## src/rtl/demux16x1_wr_if.sv

```systemverilog
// rtl/demux16x1_wr_if.sv - write-request and one-hot lane handshake bundle for demux16x1_wr
interface demux16x1_wr_if #(
   parameter int N = 32
);
   logic          in_valid;
   logic          in_ready;
   logic [3:0]    in_sel;
   logic [N-1:0]  in_data;
   logic [15:0]   out_valid;
   logic [15:0]   out_ready;
   logic [N-1:0]  out_data;

   modport master (
      output in_valid, in_sel, in_data, out_ready,
      input  in_ready, out_valid, out_data
   );

   modport slave (
      input  in_valid, in_sel, in_data, out_ready,
      output in_ready, out_valid, out_data
   );
endinterface

```

## src/rtl/demux16x1_wr.sv

```systemverilog
// rtl/demux16x1_wr.sv - registered 1-to-16 write demux with input FIFO and per-lane capture
// Optional lane locking is built in when DEMUX16_LOCK_EN is defined.
module demux16x1_wr #(
   parameter int          N         = 32,
   parameter int          DEPTH     = 2,
   parameter logic [15:0] LOCK_MASK = 16'h0
) (
   input  logic                   clk,
   input  logic                   reset_n,
   demux16x1_wr_if.slave          bus,
   output logic [16*N-1:0]        lane_q,
   output logic [$clog2(DEPTH):0] count,
   output logic                   lock_err
);
   localparam int AW = $clog2(DEPTH);
   localparam int CW = AW + 1;

   typedef enum logic {IDLE, HOLD} state_t;

   state_t          state, state_n;
   logic [3:0]      mem_sel  [DEPTH];
   logic [N-1:0]    mem_data [DEPTH];
   logic [AW-1:0]   wr_ptr, rd_ptr;
   logic [3:0]      sel_r;
   logic [N-1:0]    data_r;
   logic [3:0]      head_sel;
   logic            empty, push, pop, accept, lock_hit;

   assign head_sel     = mem_sel[rd_ptr];
   assign empty        = (count == '0);
   // Depends only on registered occupancy, so out_ready never reaches in_ready.
   assign bus.in_ready = (count != CW'(DEPTH));
   assign push         = bus.in_valid && bus.in_ready;

`ifdef DEMUX16_LOCK_EN
   assign lock_hit = !empty && LOCK_MASK[head_sel];
`else
   assign lock_hit = 1'b0;
`endif

   always_ff @(posedge clk or negedge reset_n) begin
      if (!reset_n) state <= IDLE;
      else          state <= state_n;
   end

   always_comb begin
      state_n       = state;
      bus.out_valid = '0;
      bus.out_data  = '0;
      accept        = 1'b0;
      if (state == HOLD) begin
         bus.out_valid = 16'(1) << sel_r;
         bus.out_data  = data_r;
         accept        = bus.out_ready[sel_r];
      end
      pop = !empty && ((state == IDLE) || accept);
      // A locked head is consumed without presenting, so the next entry waits a cycle.
      if (pop)         state_n = lock_hit ? IDLE : HOLD;
      else if (accept) state_n = IDLE;
   end

   always_ff @(posedge clk or negedge reset_n) begin
      if (!reset_n) begin
         for (int i = 0; i < DEPTH; i++) begin
            mem_sel[i]  <= '0;
            mem_data[i] <= '0;
         end
         wr_ptr   <= '0;
         rd_ptr   <= '0;
         count    <= '0;
         sel_r    <= '0;
         data_r   <= '0;
         lane_q   <= '0;
         lock_err <= 1'b0;
      end else begin
         if (push) begin
            mem_sel[wr_ptr]  <= bus.in_sel;
            mem_data[wr_ptr] <= bus.in_data;
            wr_ptr           <= wr_ptr + 1'b1;
         end
         if (pop) begin
            rd_ptr <= rd_ptr + 1'b1;
            if (!lock_hit) begin
               sel_r  <= head_sel;
               data_r <= mem_data[rd_ptr];
            end
         end
         if (accept)
            lane_q[sel_r*N +: N] <= data_r;
         count    <= count + CW'(push) - CW'(pop);
         lock_err <= pop && lock_hit;
      end
   end
endmodule
```

## src/flat_wrapper.sv

```systemverilog
// flat-port wrapper written by rule: the top's interface ports become plain ports
module demux16x1_wr_flat 
#(
   parameter int          N         = 32,
   parameter int          DEPTH     = 2,
   parameter logic [15:0] LOCK_MASK = 16'h0
)
  (clk, reset_n, lane_q, count, lock_err, bus_in_valid, bus_in_sel, bus_in_data, bus_out_ready, bus_in_ready, bus_out_valid, bus_out_data);
  demux16x1_wr_if #(.N(N)) bus_i ();
  input  logic clk;
  input  logic reset_n;
  output logic [16*N-1:0] lane_q;
  output logic [$clog2(DEPTH):0] count;
  output logic lock_err;
  input wire logic [$bits(bus_i.in_valid)-1:0] bus_in_valid;
  input wire logic [$bits(bus_i.in_sel)-1:0] bus_in_sel;
  input wire logic [$bits(bus_i.in_data)-1:0] bus_in_data;
  input wire logic [$bits(bus_i.out_ready)-1:0] bus_out_ready;
  output wire logic [$bits(bus_i.in_ready)-1:0] bus_in_ready;
  output wire logic [$bits(bus_i.out_valid)-1:0] bus_out_valid;
  output wire logic [$bits(bus_i.out_data)-1:0] bus_out_data;
  assign bus_i.in_valid = bus_in_valid;
  assign bus_i.in_sel = bus_in_sel;
  assign bus_i.in_data = bus_in_data;
  assign bus_i.out_ready = bus_out_ready;
  assign bus_in_ready = bus_i.in_ready;
  assign bus_out_valid = bus_i.out_valid;
  assign bus_out_data = bus_i.out_data;
  demux16x1_wr #(.N(N), .DEPTH(DEPTH), .LOCK_MASK(LOCK_MASK)) u_core (.clk(clk), .reset_n(reset_n), .bus(bus_i), .lane_q(lane_q), .count(count), .lock_err(lock_err));
endmodule
```

## config.mk

```make
export PLATFORM = sky130hd
export DESIGN_NAME = demux16x1_wr_flat
export DESIGN_NICKNAME = d
export VERILOG_FILES = /design/src/rtl/demux16x1_wr_if.sv /design/src/rtl/demux16x1_wr.sv /design/src/flat_wrapper.sv
export SDC_FILE = /design/constraint.sdc
export NUM_CORES = 1
export LEC_CHECK = 0
export ABC_CLOCK_PERIOD_IN_PS = 4840
export CORE_ASPECT_RATIO = 0.8
export CORE_MARGIN = 2
export CORE_UTILIZATION = 35
export DETAILED_ROUTE_END_ITERATION = 8
export SLEW_MARGIN = 10
export SYNTH_ARGS = -nofsm -noshare
export SYNTH_HDL_FRONTEND = slang
export SYNTH_SLANG_ARGS = --single-unit
```

## constraint.sdc

```tcl
create_clock -name clk -period 4.84 [get_ports clk]
set_clock_uncertainty 0.15 [all_clocks]
set_input_delay 0.968 -clock clk [delete_from_list [all_inputs] [get_ports clk]]
set_output_delay 0.968 -clock clk [all_outputs]
set_load 0.01 [all_outputs]
```

==> results.toml, run 1 <==
[die]
dieArea_sq_um = 76300
initial_core_util = 0.353
rows = 89
design.portCount = 619
die_w_um = 308
placeableCoreArea_sq_um = 73500
die_h_um = 247

[setup_path]
r2r-start = "u_core.sel_r[2]$_DFFE_PN0P_"
reg2reg_to = "u_core.lane_q[81]$_DFFE_PN0P_"
slowest_stage = "buf_4"
critical_path.endpoint_type = "output port"
crit_path_end = "bus_out_valid[3]"
crit_path_start_kind = "flip-flop"
cp_max_fo = 42
worst_ep_arrival_time_ns = 2.79
required_ns = 3.72
setup.worst_path.class = "reg -> out"
cpPeakStageDelay_ns = 0.58
ff2ff_path_depth = 6
crit_start = "u_core.sel_r[0]$_DFFE_PN0P_"
r2r_setup_slack_ns = 1.09
cp_cell_sequence = "buf_4 > ha_1 > nand2_1 > nor3_1 > clkdlybuf4s50_1"

[sta]
relSlewSlack = 0.235
fin_crit_sh = 0.808
finalCriticalPeriod_ns = 3.91
max_slew.worst_pin.slew_ns = 1.15
rsz0062_at_grt = "false"
whs_ns = 0.211
setup_viol = 0
fmax_ghz = 0.256
slew_viol_final = 0
fin_setup_tns_ns = 0
hold_violations = 0

[synth]
synth-edff-count = 0
synth_nets = 1849
async_flop_share = 1.00
ys.flop_type = "dfrtp_1"
yosysUniqueCellTypes = 36
ys_seq_elements = 625
synth_warnings = 0
ys_seq_area_frac = 0.603
syn_area_sq_um = 25900
syn_inst = 1785
syn-mean-instance-area_sq_um = 14.5

[detailed_routing]
first_pass_iters = 5
wl_per_cell_um = 25.6
drtIter0Drc = 880
wl_met2_um = 42700
top_layer_used = "met5"
ant_nets = 0
met1_length_um = 36100
vias = 17000
routed_wl_um = 87900
vias_per_cell = 4.96
drc = 0
met3_wirelength_um = 6860

[finish]
fillers = 6369
multiInputGateArea_sq_um = 9560
fin_nets = 2485
final_cell_mix = "dfrtp_1 (622), clkdlybuf4s50_1 (616), mux2_2 (555)"
drive_gt1_frac = 0.300
design_area_sq_um = 35600
syn2layout_area_growth_pct = 37.4
final_common_cell = "dfrtp_1"
regArea_sq_um = 15600

[pwr]
p_leak_uw = 0.0160
switching_power_uw = 9430
combPwrFrac = 0.436
power_uw = 25800
power.share.clock = 0.204
peakVddDrop_mv = 0.371
p_int_uw = 16400
p_seq_frac = 0.360
powerDensity_nw_per_um2 = 725
sw_frac_of_total = 0.365

[global_routing]
grt_pass1_wl_um = 127000
track_usage = 0.228
grt_max_degree = 117
grt-ovfl-total = 0
grt_pass1_vias = 18300
antenna_found_initial = 7

[clock_tree]
post_cts_buffers = 0
cts_buffers = 68
htreeDepth = 3
clk_pin_slew_ns = 0.06
root_buffer = "clkbuf_16"
clockBufferDepth = 3
cts_tree = "done"
cts-resized-gates = 0
insertion_delay_ns = 0.59
hold_buffers = 0
cts_num_sinks = 625

[placed_design]
portBuffers = 617
hpwl_um = 60900
gp_congestion = 0.802
place_area_sq_um = 33300

[job]
maxCapViolations = 0

[worst_hold_path]
min_path_type = "in -> async"

[status]
status = "complete, no violations"
final cells by class:
cell class | count | share of cell area
tap | 955 | 0.0336
antenna | 8 | 0.000562
clock inverter | 25 | 0.00819
sequential | 625 | 0.439
timing repair buffer | 664 | 0.187
inverter | 73 | 0.00770
clock buffer | 92 | 0.0546
multi-input combinational | 989 | 0.268
state kept, by name, summed over array words and instances, names as in the netlist:
| signal | count |
|---|---|
| u_core.lane_q | 512 |
| u_core.data_r | 32 |
| u_core.wr_ptr | 1 |
| u_core.rd_ptr | 1 |
| u_core.count | 2 |
| u_core.state | 1 |
| u_core.mem_data | 64 |
| u_core.sel_r | 4 |
| u_core.mem_sel | 8 |
per-stage QoR:
stage          instances  setup WS (ns)  utilization
2_1_floorplan       1785           1.67            -
3_3_place_gp        3306          0.796        0.454
3_5_place_dp        3306          0.795        0.454
4_1_cts             3423          0.891        0.484
5_1_grt             3425          0.773        0.484
6_report            3431          0.927        0.484
routing by layer:
metal  up-vias  GRT usage
met5         -          0
met3       120     0.0702
li1       7448          -
met4         6     0.0656
met2       515      0.382
met1      8938      0.285
synth_stat cells (2+ instances only):
cell | number | area (sq um)
a211oi_2 | 6 | 75.1
xnor2_1 | 3 | 26.3
a21oi_1 | 3 | 15.0
a2bb2oi_1 | 2 | 17.5
mux2_1 | 27 | 304
nor2b_1 | 3 | 18.8
nor2_1 | 15 | 56.3
clkbuf_1 | 39 | 146
nand2_1 | 80 | 300
ha_1 | 9 | 113
dfrtp_1 | 625 | 15600
nand4_4 | 2 | 42.5
nor3_1 | 7 | 35.0
inv_1 | 73 | 274
and2_1 | 127 | 795
buf_1 | 2 | 7.51
nand2b_1 | 6 | 37.5
mux2_2 | 555 | 6250
nand3_1 | 7 | 35.0
a211oi_4 | 6 | 120
nor3b_1 | 3 | 22.5
a2111oi_4 | 4 | 110
buf_4 | 27 | 203
buf_6 | 4 | 45.0
and3_1 | 36 | 225
buf_2 | 26 | 130
mux2i_1 | 79 | 791
power groups by stage:
stage / combinational, uW / sequential, uW / clock, uW
floorplan: 5030 / 9200 / 0
global placement: 11200 / 9270 / 0
detailed placement: 11400 / 9400 / 0
CTS: 11400 / 9330 / 5400
global route: 12000 / 9560 / 5630
finish: 11300 / 9290 / 5270
how the worst min path moves through the flow:
stage / from / end / slack (ns) / cells after the start
final: reset_n / u_core.lane_q[486]$_DFFE_PN0P_ / 0.21 / 1
after global routing: reset_n / u_core.lane_q[486]$_DFFE_PN0P_ / 0.24 / 1
after CTS: reset_n / u_core.lane_q[103]$_DFFE_PN0P_ / 0.22 / 1
after detailed placement: u_core.lane_q[434]$_DFFE_PN0P_ / u_core.lane_q[434]$_DFFE_PN0P_ / 0.33 / 1
after global placement: u_core.lane_q[431]$_DFFE_PN0P_ / u_core.lane_q[431]$_DFFE_PN0P_ / 0.32 / 1
after floorplan: u_core.wr_ptr$_DFFE_PN0P_ / u_core.wr_ptr$_DFFE_PN0P_ / 0.32 / 1
critical path: cells and delay by family, from the launching register on:
family	cells	cell delay [ns]
and+or+nand+nor	2	0.33
buffers and inverters	2	1.16
adders and majority gates	1	0.26
DFF	1	0.45
logic make-up after synthesis:
logic type,synth area share
fa+ha+maj,0.00435
mux,0.283
simple gates,0.0610
other cells,0.000145
xor+xnor,0.00135
buf+inv,0.0311
compound gates,0.0152
flops,0.603
Power figures use the tool's default switching activity.
==> run 2, diff against run 1 <==
Settings changed: ABC_CLOCK_PERIOD_IN_PS 4840 to 3970.
Clock period 4.84 ns to 3.97 ns, I/O delays scaled along.
==> results.toml, run 2 (same netlist as run 1, synthesis figures left out) <==
[status]
status = "complete, no violations"

[worst_hold_path]
min_path_type = "reg -> reg"
hold_depth = 1

[die]
initial_core_util = 0.353
dieArea_sq_um = 76300
design.portCount = 619
die_w_um = 308
placeableCoreArea_sq_um = 73500
die_h_um = 247
rows = 89

[sta]
fin_setup_tns_ns = 0
finalCriticalPeriod_ns = 3.60
relSlewSlack = 0.241
fmax_ghz = 0.278
setup_viol = 0
rsz0062_at_grt = "false"
slew_viol_final = 0
hold_violations = 0
max_slew.worst_pin.slew_ns = 1.14
fin_crit_sh = 0.906
worst_slack_ns = 0.373

[pwr]
peakVddDrop_mv = 0.644
powerDensity_nw_per_um2 = 881
p_leak_uw = 0.0162

[setup_path]
critical_path.endpoint_type = "output port"
ff2ff_path_depth = 8
required_ns = 3.03
cp_max_fo = 48
crit_path_start_kind = "flip-flop"
worst_ep_arrival_time_ns = 2.65
setup.worst_path.class = "reg -> out"

[detailed_routing]
vias_per_cell = 4.98
ant_nets = 0
first_pass_iters = 5
wl_per_cell_um = 25.3
routed_wl_um = 87200
drtIter0Drc = 1025
vias = 17200
drc = 0

[clock_tree]
clk_pin_slew_ns = 0.06
insertion_delay_ns = 0.60
post_cts_buffers = 0
cts_tree = "done"
clockBufferDepth = 3
cts_buffers = 66
cts_num_sinks = 625
htreeDepth = 3
root_buffer = "clkbuf_16"

[global_routing]
track_usage = 0.227
antenna_found_initial = 11
grt_max_degree = 124
grt_pass1_vias = 18500
grt-ovfl-total = 0
grt_pass1_wl_um = 127000

[placed_design]
hpwl_um = 61300
gp_congestion = 0.796
post-place-ws_ns = 0.425
portBuffers = 617

[finish]
final_common_cell = "dfrtp_1"
syn2layout_area_growth_pct = 38.5
largest_reg_flops = 512
fillers = 6387
final_cell_mix = "dfrtp_1 (622), clkdlybuf4s50_1 (616), mux2_2 (555)"
drive_gt1_frac = 0.305
largestRegisters = "u_core.lane_q x512, u_core.mem_data x64, u_core.data_r x32"
fin_nets = 2505
largest-register = "u_core.lane_q"

[job]
maxCapViolations = 0
-- run 2: stage by stage --
step	power (uW)	util	cell area [sq um]	hold slack, ns	cells
final	31600	0.488	35900	0.335	3452
after global routing	33300	0.488	35900	0.356	3450
after CTS	32000	0.488	35900	0.342	3448
after detailed placement	25400	0.457	33600	0.329	3327
after global placement	25100	0.457	33600	0.319	3327
after floorplan	17300	-	25900	0.318	1785
-- run 2: worst max-delay path: stages, from the launching register on --
cell             delay, ns
dfrtp_2               0.37
buf_4                 0.59
ha_1                  0.26
nand2_1               0.10
nor3_1                0.18
clkdlybuf4s50_1       0.57
-- run 2: area by class of cell --
class	instances	area, sq um	share of cell area
clock inverters	21	292	0.00812
flip-flops and latches	625	15600	0.436
repair buffers	686	6950	0.194
clock buffers	99	1970	0.0548
diodes	4	10.0	0.000279
multi-input cells	989	9560	0.266
inverters	73	274	0.00763
well taps	955	1190	0.0333
-- run 2: worst paths after layout --
check,start,to,slack [ns]
max,u_core.sel_r[0]$_DFFE_PN0P_,bus_out_valid[1],0.37
min,u_core.lane_q[431]$_DFFE_PN0P_,u_core.lane_q[431]$_DFFE_PN0P_,0.34
max reg2reg,u_core.sel_r[1]$_DFFE_PN0P_,u_core.lane_q[20]$_DFFE_PN0P_,0.54
min reg2reg,u_core.lane_q[431]$_DFFE_PN0P_,u_core.lane_q[431]$_DFFE_PN0P_,0.34
max in group asynchronous,reset_n,u_core.data_r[22]$_DFFE_PN0P_,1.92
min in group asynchronous,reset_n,u_core.lane_q[358]$_DFFE_PN0P_,0.59
-- run 2: metal layers --
| layer | global-route usage | up-vias | share of wire | routed length, um |
|---|---|---|---|---|
| met1 | 0.287 | 9055 | 0.42 | 36900 |
| li1 | - | 7454 | - | - |
| met5 | 0 | - | 0.00063 | 55 |
| met4 | 0.0714 | 8 | 0.027 | 2390 |
| met3 | 0.0627 | 139 | 0.069 | 6020 |
| met2 | 0.377 | 527 | 0.48 | 41900 |
-- run 2: what timing repair did --
action,CTS,global route
hold buffers,1,0
resized for setup,0,0
endpoints found under the hold margin,9,0
-- run 2: where the power goes --
part           total (uW)  internal [uW]  switching, uW  leakage, uW
sequential          11200           8920           2270      0.00821
clock                6410           3730           2680      0.00111
combinational       14000           7430           6590      0.00684
==> run 3, diff against run 2 <==
Settings changed: CTS_CLUSTER_DIAMETER from default to 60.
==> results.toml, run 3 (same netlist as run 1, synthesis figures left out) <==
[finish]
final_cell_mix = "dfrtp_1 (622), clkdlybuf4s50_1 (616), mux2_2 (555)"
final_common_cell = "dfrtp_1"
largest_reg_flops = 512
fin_nets = 2507
drive_gt1_frac = 0.304
design_area_sq_um = 35800
syn2layout_area_growth_pct = 38.3
stdcell_count = 3451
largestRegisters = "u_core.lane_q x512, u_core.mem_data x64, u_core.data_r x32"
largest-register = "u_core.lane_q"

[die]
design.portCount = 619
die_h_um = 247
placeableCoreArea_sq_um = 73500
initial_core_util = 0.353
rows = 89
dieArea_sq_um = 76300
die_w_um = 308

[setup_path]
slowest_stage = "buf_4"
crit_path_end = "bus_out_valid[1]"
r2r-start = "u_core.sel_r[1]$_DFFE_PN0P_"
required_ns = 3.03
crit_path_start_kind = "flip-flop"
critical_path_depth = 5
cp_max_fo = 48
r2r_setup_slack_ns = 0.53
cp_cell_sequence = "buf_4 > ha_1 > nand2_1 > nor3_1 > clkdlybuf4s50_1"
crit_start = "u_core.sel_r[0]$_DFFE_PN0P_"
ff2ff_path_depth = 8
critPathBufInv = 2
cpPeakStageDelay_ns = 0.58
worst_ep_arrival_time_ns = 2.64
crit_family = "buffers and inverters"
critical_path.endpoint_type = "output port"
reg2reg_to = "u_core.lane_q[14]$_DFFE_PN0P_"
setup.worst_path.class = "reg -> out"

[sta]
finalCriticalPeriod_ns = 3.59
fmax_ghz = 0.279
slew_viol_final = 0
relSlewSlack = 0.253
setup_viol = 0
fin_setup_tns_ns = 0
max_slew.worst_pin.slew_ns = 1.12
hold_violations = 0
worst_slack_ns = 0.383
whs_ns = 0.335
rsz0062_at_grt = "false"
fin_crit_sh = 0.903

[global_routing]
grt-ovfl-total = 0
grt_pass1_wl_um = 127000
grt_max_degree = 124
grt_pass1_vias = 18500
track_usage = 0.227
antenna_found_initial = 11

[placed_design]
post-place-ws_ns = 0.425
place_area_sq_um = 33600
gp_congestion = 0.796
portBuffers = 617
dp_cells = 3327
hpwl_um = 61300

[detailed_routing]
vias = 17200
vias_per_cell = 4.98
wl_per_cell_um = 25.3
drtIter0Drc = 1049
drc = 0
ant_nets = 0
first_pass_iters = 5
routed_wl_um = 87200

[clock_tree]
cts_tree = "done"
htreeDepth = 3
clk_pin_slew_ns = 0.06
cts_num_sinks = 625
insertion_delay_ns = 0.60
post_cts_buffers = 0
root_buffer = "clkbuf_16"
cts_buffers = 68
clockBufferDepth = 3

[worst_hold_path]
min_path_type = "reg -> reg"

[pwr]
p_leak_uw = 0.0161
powerDensity_nw_per_um2 = 880
peakVddDrop_mv = 0.637

[job]
maxCapViolations = 0

[status]
status = "complete, no violations"
run 3: cell count changes in the layout (fill, tap and decap cells not counted), moves of 2 or more:
| cell | change |
|---|---|
| clkbuf_1 | +3 |
| clkbuf_16 | +3 |
| clkbuf_8 | -5 |
| clkinv_2 | -2 |
| clkinv_4 | +2 |
| inv_8 | +2 |
run 3: how the worst min path moves through the flow:
stage,startpoint,end,slack [ns],depth (start not counted)
floorplan,u_core.wr_ptr$_DFFE_PN0P_,u_core.wr_ptr$_DFFE_PN0P_,0.32,1
global route,u_core.lane_q[80]$_DFFE_PN0P_,u_core.lane_q[80]$_DFFE_PN0P_,0.36,1
finish,u_core.lane_q[431]$_DFFE_PN0P_,u_core.lane_q[431]$_DFFE_PN0P_,0.34,1
CTS,u_core.lane_q[80]$_DFFE_PN0P_,u_core.lane_q[80]$_DFFE_PN0P_,0.34,1
detailed placement,u_core.lane_q[80]$_DFFE_PN0P_,u_core.lane_q[80]$_DFFE_PN0P_,0.33,1
global placement,u_core.lane_q[423]$_DFFE_PN0P_,u_core.lane_q[423]$_DFFE_PN0P_,0.32,1
run 3: worst register-to-register path, cell delays in order (launching register included):
cell and delay [ns]:
dfrtp_1 0.62, inv_1 0.13, ha_1 0.26, ha_1 0.45, nor3_1 0.24, nand4_1 0.19
a2111oi_4 0.40, buf_4 0.44, mux2_2 0.44
run 3: final cells by class:
cell class / instances / area (sq um)
antenna: 3 / 7.51
clock buffer: 100 / 1980
clock inverter: 20 / 234
fill: 6386 / 37600
inverter: 73 / 274
multi-input combinational: 989 / 9560
sequential: 625 / 15600
tap: 955 / 1190
timing repair buffer: 686 / 6950
run 3: stage by stage:
step           total power (uW)   util
2_1_floorplan             17300      -
3_3_place_gp              25100  0.457
3_5_place_dp              25400  0.457
4_1_cts                   31900  0.488
5_1_grt                   33300  0.488
6_report                  31600  0.488
run 3: report_power, final:
group / switching (uW) / internal (uW) / total, uW
sequential: 2270 / 8920 / 11200
combinational: 6600 / 7430 / 14000
clock: 2660 / 3690 / 6350
run 3: routing by layer:
layer | share of wire | vias up | GRT usage
met5 | 0.00063 | - | 0
met4 | 0.028 | 8 | 0.0729
met3 | 0.073 | 146 | 0.0646
met2 | 0.48 | 550 | 0.375
met1 | 0.42 | 9015 | 0.287
li1 | - | 7459 | -
run 3: timing repair:
item	in CTS	in global routing
endpoints found under the hold margin	1	0
gates resized for setup	0	0
hold buffers	1	0
